--- config.mk ---
export PLATFORM = sky130hd
export DESIGN_NAME = lemming_array
export DESIGN_NICKNAME = d
export VERILOG_FILES = /design/src/rtl/lemming_pkg.sv /design/src/rtl/lemming_lane.sv /design/src/rtl/lemming_array.sv
export SDC_FILE = /design/constraint.sdc
export NUM_CORES = 1
export LEC_CHECK = 0
export CORE_MARGIN = 4
export CORE_UTILIZATION = 51
export CTS_CLUSTER_DIAMETER = 200
export DETAILED_ROUTE_END_ITERATION = 8
export HOLD_SLACK_MARGIN = 0.15
export PLACE_DENSITY = 0.76
export SETUP_SLACK_MARGIN = 0.1
export SLEW_MARGIN = 20
export SYNTH_ARGS = -nofsm -noshare
export SYNTH_HDL_FRONTEND = slang
export SYNTH_SLANG_ARGS = --single-unit
export TNS_END_PERCENT = 1
--- constraint.sdc ---
create_clock -name clk -period 3.09 [get_ports clk]
set_clock_uncertainty 0.2 [all_clocks]
set_input_delay 0.309 -clock clk [delete_from_list [all_inputs] [get_ports clk]]
set_output_delay 0.309 -clock clk [all_outputs]
set_load 0.01 [all_outputs]
--- src/rtl/lemming_pkg.sv ---
// Shared types and helpers for the lemming lane controller and its multi-lane wrapper.
package lemming_pkg;

  typedef enum logic [2:0] {
    ST_WALK_L = 3'd0,
    ST_WALK_R = 3'd1,
    ST_DIG_L  = 3'd2,
    ST_DIG_R  = 3'd3,
    ST_FALL_L = 3'd4,
    ST_FALL_R = 3'd5,
    ST_SPLAT  = 3'd6
  } state_e;

  // One-hot output decode, bit order {splat, digging, aaah, walk_right, walk_left}
  localparam int          OUT_W      = 5;
  localparam logic [4:0]  OUT_WALK_L = 5'b00001;
  localparam logic [4:0]  OUT_WALK_R = 5'b00010;
  localparam logic [4:0]  OUT_FALL   = 5'b00100;
  localparam logic [4:0]  OUT_DIG    = 5'b01000;
  localparam logic [4:0]  OUT_SPLAT  = 5'b10000;

  function automatic int cnt_width(input int max_val);
    return (max_val < 1) ? 1 : $clog2(max_val + 1);
  endfunction

endpackage

--- src/rtl/lemming_lane.sv ---
// Single lemming: walk/dig/fall/splat FSM with a saturating fall-length counter.
module lemming_lane
  import lemming_pkg::*;
#(
  parameter int FALL_LIMIT = 20,
  parameter bit DIG_EN     = 1'b1
) (
  input  logic clk,
  input  logic areset_n,
  input  logic bump_left_i,
  input  logic bump_right_i,
  input  logic ground_i,
  input  logic dig_i,
  input  logic revive_i,
  output logic walk_left_o,
  output logic walk_right_o,
  output logic aaah_o,
  output logic digging_o,
  output logic splat_o
);

  localparam int            CW    = cnt_width(FALL_LIMIT);
  localparam logic [CW-1:0] LIMIT = CW'(FALL_LIMIT);

  state_e             state_q, state_d;
  logic [CW-1:0]      cnt_q, cnt_d;
  logic               falling;
  logic [OUT_W-1:0]   out_vec;

  always_ff @(posedge clk or negedge areset_n) begin
    if (!areset_n) begin
      state_q <= ST_WALK_L;
      cnt_q   <= '0;
    end else begin
      state_q <= state_d;
      cnt_q   <= cnt_d;
    end
  end

  assign falling = (state_q == ST_FALL_L) || (state_q == ST_FALL_R);

  always_comb begin
    state_d = state_q;
    unique case (state_q)
      ST_WALK_L: begin
        if (!ground_i)               state_d = ST_FALL_L;
        else if (DIG_EN && dig_i)    state_d = ST_DIG_L;
        else if (bump_left_i)        state_d = ST_WALK_R;
      end
      ST_WALK_R: begin
        if (!ground_i)               state_d = ST_FALL_R;
        else if (DIG_EN && dig_i)    state_d = ST_DIG_R;
        else if (bump_right_i)       state_d = ST_WALK_L;
      end
      ST_DIG_L:  if (!ground_i) state_d = ST_FALL_L;
      ST_DIG_R:  if (!ground_i) state_d = ST_FALL_R;
      // Landing compares the length accumulated before this edge
      ST_FALL_L: if (ground_i) state_d = (cnt_q >= LIMIT) ? ST_SPLAT : ST_WALK_L;
      ST_FALL_R: if (ground_i) state_d = (cnt_q >= LIMIT) ? ST_SPLAT : ST_WALK_R;
      ST_SPLAT:  if (revive_i) state_d = ST_WALK_L;
      default:   state_d = ST_WALK_L;
    endcase
  end

  always_comb begin
    cnt_d = '0;
    if (falling) cnt_d = (cnt_q >= LIMIT) ? LIMIT : cnt_q + CW'(1);
  end

  always_comb begin
    out_vec = OUT_WALK_L;
    unique case (state_q)
      ST_WALK_L:           out_vec = OUT_WALK_L;
      ST_WALK_R:           out_vec = OUT_WALK_R;
      ST_DIG_L,  ST_DIG_R:  out_vec = OUT_DIG;
      ST_FALL_L, ST_FALL_R: out_vec = OUT_FALL;
      ST_SPLAT:            out_vec = OUT_SPLAT;
      default:             out_vec = OUT_WALK_L;
    endcase
  end

  assign {splat_o, digging_o, aaah_o, walk_right_o, walk_left_o} = out_vec;

endmodule

--- src/rtl/lemming_array.sv ---
// N independent lemming lanes plus aggregate survivor count and all-dead flag.
module lemming_array
  import lemming_pkg::*;
#(
  parameter int N_LANES    = 4,
  parameter int FALL_LIMIT = 20,
  parameter bit DIG_EN     = 1'b1
) (
  input  logic                            clk,
  input  logic                            areset_n,
  input  logic [N_LANES-1:0]              bump_left,
  input  logic [N_LANES-1:0]              bump_right,
  input  logic [N_LANES-1:0]              ground,
  input  logic [N_LANES-1:0]              dig,
  input  logic [N_LANES-1:0]              revive,
  output logic [N_LANES-1:0]              walk_left,
  output logic [N_LANES-1:0]              walk_right,
  output logic [N_LANES-1:0]              aaah,
  output logic [N_LANES-1:0]              digging,
  output logic [N_LANES-1:0]              splat,
  output logic [cnt_width(N_LANES)-1:0]   alive_count,
  output logic                            all_dead
);

  localparam int AW = cnt_width(N_LANES);

  logic [AW-1:0] dead_cnt;

  for (genvar g = 0; g < N_LANES; g++) begin : g_lane
    lemming_lane #(
      .FALL_LIMIT (FALL_LIMIT),
      .DIG_EN     (DIG_EN)
    ) u_lane (
      .clk          (clk),
      .areset_n     (areset_n),
      .bump_left_i  (bump_left[g]),
      .bump_right_i (bump_right[g]),
      .ground_i     (ground[g]),
      .dig_i        (dig[g]),
      .revive_i     (revive[g]),
      .walk_left_o  (walk_left[g]),
      .walk_right_o (walk_right[g]),
      .aaah_o       (aaah[g]),
      .digging_o    (digging[g]),
      .splat_o      (splat[g])
    );
  end

  always_comb begin
    dead_cnt = '0;
    for (int i = 0; i < N_LANES; i++) dead_cnt = dead_cnt + AW'(splat[i]);
  end

  assign alive_count = AW'(N_LANES) - dead_cnt;
  assign all_dead    = (alive_count == '0);

endmodule

# Word level (Yosys, flattened, before mapping)
# Cells that the tools add are included.
[op_classes]
add_sub_neg = 8
n_lt_le_gt_ge = 4
n_eq_ne = 52
muxes = 68
n_reduce_logical = 21
[ops]
columns = ["op", "count"]
rows = [
  ["$mux W3", 52],
  ["$pmux W3 S7", 4],
  ["$pmux W5 S4", 4],
  ["$mux W5", 8],
  ["$ne A2 B2 Y1 const B", 20],
  ["$eq A3 B3 Y1 const B", 12],
  ["$ne A4 B4 Y1 const B", 8],
  ["$reduce_and A7 Y1", 4],
  ["$eq A3 B2 Y1 const B", 8],
  ["$add A5 B1 Y5 const B", 4],
  ["$ge A5 B5 Y1 const B", 4],
  ["$reduce_or A2 Y1", 8],
  ["$logic_not A3 Y1", 5],
  ["$eq A3 B1 Y1 const B", 4],
  ["$logic_or A1 B1 Y1", 4],
  ["$add A2 B1 Y3", 1],
  ["$add A3 B1 Y3", 1],
  ["$sub A3 B3 Y3 const A", 1],
  ["$add A1 B1 Y2", 1],
]
[word_totals]
reg_bits = 32
in_bits = 22
out_inout_bits = 24
wordCells = 161

# Longest topological paths before layout
[depth]
word_depth = 8
depth_mapped = 7
ltp_nobuf = 6

# Cells and area by module
# From an unflattened synthesis, not the netlist that was laid out.
[unflattened]
hier_cells = 211
hier_area_um2 = 2053.2
[modules_own_cells]
columns = ["module", "instances", "cells_per_inst", "area_each_um2", "seq_area_each_um2"]
rows = [
  ["lemming_lane", 4, 51, 496.7, 200.2],
  ["lemming_array", 1, 7, 66.3, 0.0],
]

# Worst setup path before layout
# OpenSTA, ideal clock, no wires.
[synth_path]
kind = "reg2out"
startpoint = "reg g_lane[2].u_lane.state_q[1]"
endpoint = "out all_dead"
arrival_ps = 2253
required_time_ps = 2581
path_slack_ps = 328
stages_incl_launch_ff = 8
path_buffers = 1
path_cell_list = "dfrtp_1 -> clkbuf_1 -> nand2_1 -> or2_2 -> fa_1 -> ha_1 -> ha_1 -> nor3_1"
[synth_via]
elab_chain_len = 7
word_cells_on_any_way = 13
classes_between = "add/sub: 3; eq/ne: 6; mux: 1; reduce/logical: 3"
[synth_lines]
columns = ["item", "line_no", "rtl"]
rows = [
  ["start, declared", "lemming_lane.sv:25", "state_e state_q, state_d;"],
  ["start signal, assigned", "lemming_lane.sv:35", "state_q <= state_d;"],
  ["$eq A3 B3 Y1 or $eq A3 B2 Y1 (tied branches)", "lemming_lane.sv:72", "unique case (state_q)"],
  ["$reduce_or A2 Y1", "lemming_lane.sv:72", ""],
  ["$pmux W5 S4 *", "lemming_lane.sv:72", ""],
  ["$add A2 B1 Y3 *", "lemming_array.sv:51", "for (int i = 0; i < N_LANES; i++) dead_cnt = dead_cnt + AW'(splat[i]);"],
  ["$add A3 B1 Y3 *", "lemming_array.sv:51", ""],
  ["$sub A3 B3 Y3 *", "lemming_array.sv:54", "assign alive_count = AW'(N_LANES) - dead_cnt;"],
  ["net alive_count[1]", "lemming_array.sv:21", "output logic [cnt_width(N_LANES)-1:0] alive_count,"],
  ["$logic_not A3 Y1 *", "lemming_array.sv:55", "assign all_dead = (alive_count == '0);"],
  ["end, declared", "lemming_array.sv:22", "output logic all_dead"],
]
# The timed path passes the listed nets; every way through them passes the cells marked *.

# Worst setup path after layout
[layout_path]
startpoint = "reg g_lane[1].u_lane.state_q[1]"
endpoint = "out all_dead"
[layout_via]
elab_chain_len = 8
word_cells_on_any_way = 14
classes_between = "add/sub: 4; eq/ne: 6; mux: 1; reduce/logical: 3"
[layout_lines]
columns = ["item", "line_no"]
rows = [
  ["start, declared", "lemming_lane.sv:25"],
  ["start signal, assigned", "lemming_lane.sv:35"],
  ["$eq A3 B3 Y1 or $eq A3 B2 Y1 (tied branches)", "lemming_lane.sv:72"],
  ["$reduce_or A2 Y1", "lemming_lane.sv:72"],
  ["$pmux W5 S4 *", "lemming_lane.sv:72"],
  ["$add A1 B1 Y2 *", "lemming_array.sv:51"],
  ["$add A2 B1 Y3 *", "lemming_array.sv:51"],
  ["$add A3 B1 Y3 *", "lemming_array.sv:51"],
  ["$sub A3 B3 Y3 *", "lemming_array.sv:54"],
  ["$logic_not A3 Y1 *", "lemming_array.sv:55"],
]
# Mark *: on every way between the ends. The rest lies on a longest branch, timed or not.

==> impl_metrics.tcl <==
set metrics [dict create \
    status "completed" \
    hold_buffers 0 \
    vias_per_cell 5.27 \
    synth_nets 281 \
    worstSkewPairLatency_ns 0.27 \
    path_clk_slew_ns 0.06 \
    core-area_um2 4060 \
    clkSinkCount 32 \
    period_needed_ns 2.93 \
    synth_ff_type "dfrtp_1" \
    cts_resized 1 \
    ys_ff_latch 32 \
    clk_path_buf_depth 2 \
    p_int_uw 1280 \
    crit_chain "nand2_1 > or2_2 > fa_1 > ha_1 > ha_1 > nor3_1 > dlygate4sd2_1" \
    layout.nets 316 \
    fmax_mhz 342 \
    grt_max_degree 33 \
    ys_types 48 \
    power_switching_uw 782 \
    cpMostUsedCell "ha_1" \
    diodes 0 \
    drive_gt1_share_pct 9.25 \
    gp_congestion 0.845 \
    min_period_over_period_pct 94.7 \
    grt_setup_unrepaired "true" \
    grt_use_total_pct 16.6 \
    cts_tree "yes" \
    grt_overflow 0 \
    syn_inst 248 \
    hp-class "in2async" \
    syn_area_um2 2160 \
    power_frac_comb_pct 55.6 \
    switching_share_pct 37.9 \
    fp.dieH_um 73.1 \
    io_buffers 45 \
    ant_nets 0 \
    cp_max_fo 2 \
    grt_pass1_vias 1604 \
    cp-start-kind "register" \
    setup_slack_ns 0.163 \
    crit_type "reg2out" \
    dp_slack_ns 0.147 \
    sequentialPowerShare_pct 31.1 \
    drt_wl_total_mm 4.13 \
    ys_warn_count 0 \
    antenna_found_initial 0 \
    num_io_pins 46 \
    drt_iter0_drc 84 \
    htree_levels 2 \
    cp_slowest_stage_delay_ns 0.48 \
    num_rows 23 \
    worst_pin_slew_ns 0.684 \
    cts_made_buffers 5 \
    syn_avg_cell_area_um2 8.71 \
    synth-async-reset-ratio_pct 100 \
    finalHoldViolations 0 \
    cap_violations 0 \
    post_cts_buffers 0 \
    required_ns 2.58 \
    cp_num_buf_inv 1 \
    root_buffer "clkbuf_8" \
    grt_pass1_wl_mm 6.91 \
    path_delay_family "adder cells" \
    wl_per_cell_um 12.5 \
    setup_total_negative_slack_ns 0 \
    seq_area_frac_synth_pct 37.1 \
    dp_hpwl_mm 3.18 \
    die_w_um 73.1 \
    synth-edff-count 0 \
    initial_utilization_pct 53.3 \
    p_leak_uw 0.00125 \
    num_vias 1744 \
    syn_to_final_growth_pct 21.9 \
    setup_viol 0 \
    slowest_stage "fa_1" \
    endpoint_kind "output pin" \
    remaining_drc_errors 0 \
    power.density_nw_per_um2 784 \
    dieArea_um2 5340 \
    pwr-share-clk_pct 13.3 \
    peakVddDrop_uv 475 \
    arrival_ns 2.42 \
    slew_violations 0 \
    dr.pass1.iters 4 \
    relSlewSlack_pct 53.9 \
]
[layer usage]
metal | GRT usage (%) | part of all wire [%] | up-vias
met5 | 0 | 0 | -
met4 | 4.30 | 0.61 | 0
met3 | 4.55 | 5.1 | 5
met2 | 26.6 | 47 | 43
met1 | 22.1 | 48 | 803
li1 | - | - | 893
[sequential cells by signal, indices dropped and copies added (netlist names)]
signal	count
g_lane.u_lane.cnt_q	20
g_lane.u_lane.state_q	12
[power groups by stage]
stage               logic, uW  clock network, uW  registers [uW]
global placement         1150                  0             640
global route             1280                302             662
detailed placement       1160                  0             649
CTS                      1160                283             643
floorplan                 835                  0             628
finish                   1150                274             642
[layout make-up]
class	instances	area, um^2
Timing Repair Buffer	56	534
Fill cell	344	1420
Clock buffer	5	68.8
Tap cell	50	62.6
Inverter	21	78.8
Multi-Input combinational cell	167	1090
Sequential cell	32	801
[placed cells by master (no fill, tap or decap), drive strengths merged, types with 5 or more instances in the layout]
master | netlist | layout
dfrtp | 32 | 32
ha | 10 | 10
o21ai | 11 | 11
a21oi | 8 | 8
a31oi | 5 | 5
nand2b | 6 | 6
inv | 21 | 21
clkbuf | 6 | 5
nand3 | 9 | 9
clkdlybuf4s50 | 0 | 43
buf | 22 | 11
nand2 | 18 | 18
nor2 | 30 | 30
and3 | 5 | 5
[through the flow]
step	cells	total power [uW]	instance area, um^2	utilization (%)	hold slack (ns)
4_1_cts	331	2090	2630	64.9	0.235
3_5_place_dp	326	1810	2560	63.2	0.280
2_1_floorplan	248	1460	2160	-	-0.187
5_1_grt	331	2240	2640	64.9	0.263
6_report	331	2070	2640	64.9	0.223
3_3_place_gp	326	1790	2560	63.2	0.271
[cells in the mapped netlist, drive strengths merged, types with 5 or more instances]
| cell type | instances | share of area (%) |
|---|---|---|
| nor2 | 30 | 5.2 |
| clkbuf | 6 | 1.0 |
| ha | 10 | 5.8 |
| nand2 | 18 | 3.1 |
| o21ai | 11 | 2.5 |
| inv | 21 | 3.6 |
| nand2b | 6 | 1.7 |
| dfrtp | 32 | 37 |
| a21oi | 8 | 1.9 |
| buf | 22 | 7.8 |
| nand3 | 9 | 2.1 |
| and3 | 5 | 1.4 |
| a31oi | 5 | 1.4 |
[cell families (layout without fill, tap and decap cells)]
logic type,after synthesis,count (layout),synth area share (%)
AOI/OAI and AO/OA,47,47,14.6
adders and majority gates,11,11,6.72
and+or+nand+nor,95,95,22.8
DFF,32,32,37.1
xor gates and xnor gates,8,8,3.24
muxes,6,6,3.07
buffers and inverters,49,82,12.5
[path summary, 6_finish.rpt]
kind                       slack (ns)                          end                        start  cells past startpoint
setup reg to reg                 1.12  g_lane[0].u_lane.state_q[1]  g_lane[0].u_lane.state_q[2]                      4
hold reg to reg                  0.28    g_lane[0].u_lane.cnt_q[0]    g_lane[0].u_lane.cnt_q[0]                      1
setup / recovery                 0.16                     all_dead  g_lane[1].u_lane.state_q[1]                      7
hold / removal                   0.22    g_lane[2].u_lane.cnt_q[0]                     areset_n                      2
max in group asynchronous        2.18  g_lane[2].u_lane.state_q[2]                     areset_n                      2
min in group clk                 0.28    g_lane[0].u_lane.cnt_q[0]    g_lane[0].u_lane.cnt_q[0]                      1
Power figures use the tool's default switching activity.
==> RTL edit, RTL diff (same flow settings) <==
`DIG_EN` is set to 1'b1 in 2 places; all go to 1'b0.
--- a/src/rtl/lemming_lane.sv
+++ b/src/rtl/lemming_lane.sv
@@ -3,7 +3,7 @@
   import lemming_pkg::*;
 #(
   parameter int FALL_LIMIT = 20,
-  parameter bit DIG_EN     = 1'b1
+  parameter bit DIG_EN     = 1'b0
 ) (
   input  logic clk,
   input  logic areset_n,
--- a/src/rtl/lemming_array.sv
+++ b/src/rtl/lemming_array.sv
@@ -4,7 +4,7 @@
 #(
   parameter int N_LANES    = 4,
   parameter int FALL_LIMIT = 20,
-  parameter bit DIG_EN     = 1'b1
+  parameter bit DIG_EN     = 1'b0
 ) (
   input  logic                            clk,
   input  logic                            areset_n,
Check against the original RTL: not equivalent (a bounded check fails within 4 cycles, from zero or initial values and one cycle with areset_n low).
==> RTL edit against the original RTL <==
  * Synthesized area shrank 8.1%
  * Setup slack gained 24 ps
  * Wire length shrank 5.2%
  * Sequential cell count is the same
  * Die area shrank 7.2%
  * Count of clock-buffer cells in the layout grew 1
  * Final area shrank 6.9%
Power is not compared: it rests on default switching activity, and its combinational part moved more than twofold at a synthesized area within 25%.
==> RTL edit: results <==
export IMPL_status="finished, final reports clean"
export IMPL_avgViaCountPerCell=5.23
export IMPL_path_clk_slew_ps=60
export IMPL_gp_congestion=0.828
export IMPL_post_cts_buffers=1
export IMPL_grt_start_max_net_pins=33
export IMPL_power_combinational_total_uw=392
export IMPL_compound_gate_fraction_of_synth_area_pct=14.0
export IMPL_placed_cell_area_um2=2370
export IMPL_vdd_ir_drop_max_uv=342
export IMPL_largest_registers="g_lane.u_lane.cnt_q: 20 flops, g_lane.u_lane.state_q: 12 flops"
export IMPL_dp_slack_ps=64.6
export IMPL_drive_gt1_share_pct=12.4
export IMPL_worst_path_largest_cell_delay_ps=550
export IMPL_max_h_tree_level=2
export IMPL_drt_iter0_markers=92
export IMPL_cpMaxStageDelayCell="clkdlybuf4s50_1"
export IMPL_post_synth_xor_area_fraction_pct=3.53
export IMPL_total_leakage_power_uw=0.00110
export IMPL_synth_async_reset_ratio_pct=100
export IMPL_antenna_cells=0
export IMPL_maxSlewHeadroom_pct=72.9
export IMPL_hold_ws_ps=225
export IMPL_design_power_total_uw=1200
export IMPL_clock_tree_buffer_depth=2
export IMPL_ctsRootBufferMaster="clkbuf_8"
export IMPL_worst_ep_arrival_time_ps=2390
export IMPL_timing_critical_path_max_delay_family="adder cells"
export IMPL_final_period_utilization_pct=94.0
export IMPL_io_buffer_count=41
export IMPL_p_sw_uw=374
export IMPL_yosysSeqAreaShare_pct=40.3
export IMPL_reg2reg_slack_ps=1370
export IMPL_yosys_top_cells_area="dfrtp_1 (40%), buf_4 (7.6%), ha_1 (6.3%), inv_1 (3.2%), nor2_1 (2.8%)"
export IMPL_postSynthNetCount=248
export IMPL_insertion_delay_ps=290
export IMPL_r2r_start="g_lane[1].u_lane.state_q[0]$_DFFE_PN0P_"
export IMPL_cts_resized_gates=3
export IMPL_critPathCapture="alive_count[2]"
export IMPL_worst_hold_path_type="in2async"
export IMPL_hpwlAfterDp_um=3000
export IMPL_initial_antenna_violation_count=0
export IMPL_crit_start="g_lane[2].u_lane.state_q[2]$_DFFE_PN0P_"
export IMPL_synth_fa_ha_area_share_pct=7.31
export IMPL_power_clock_fraction_pct=25.2
export IMPL_detail_route_wl_per_cell_um=13.1
export IMPL_cp_max_fo=2
export IMPL_grt_pass1_vias=1570
export IMPL_reg2reg_depth=5
export IMPL_global_route_wire_length_before_repair_um=6870
export IMPL_number_of_library_cell_types_mapped_by_synthesis=44
export IMPL_r2r_end="g_lane[1].u_lane.state_q[1]$_DFFE_PN0P_"
export IMPL_layout_nets=284
export IMPL_numCtsBuffers=5
export IMPL_ys_top_cells_by_count="dfrtp_1 (32), buf_4 (20), inv_1 (17)"
export IMPL_filler_cell_count=326
export IMPL_synth_warnings=0
export IMPL_overall_fraction_of_global_route_tracks_in_use_pct=17.4
export IMPL_muxShareOfSynthArea_pct=2.39
[RTL edit: area by class of cell]
| cell class | instances | area, um2 | share of cell area [%] |
|---|---|---|---|
| clock inverters | 1 | 5.00 | 0.204 |
| clock buffers | 6 | 72.6 | 2.96 |
| flip-flops and latches | 32 | 801 | 32.6 |
| repair buffers | 54 | 502 | 20.4 |
| well taps | 48 | 60.1 | 2.45 |
| inverters | 20 | 75.1 | 3.06 |
| multi-input cells | 138 | 938 | 38.2 |
[RTL edit: stage by stage]
step / instances / util, %
5_1_grt: 299 / 66.0
6_report: 299 / 66.0
4_1_cts: 299 / 66.1
2_1_floorplan: 215 / -
3_3_place_gp: 291 / 63.8
3_5_place_dp: 291 / 63.8
[RTL edit: metal layers]
| metal | wire, um | up-vias | track usage [%] |
|---|---|---|---|
| li1 | - | 789 | - |
| met1 | 1830 | 736 | 22.0 |
| met2 | 1860 | 32 | 28.1 |
| met3 | 145 | 8 | 3.88 |
| met4 | 80 | 0 | 8.30 |
| met5 | 0 | - | 0 |
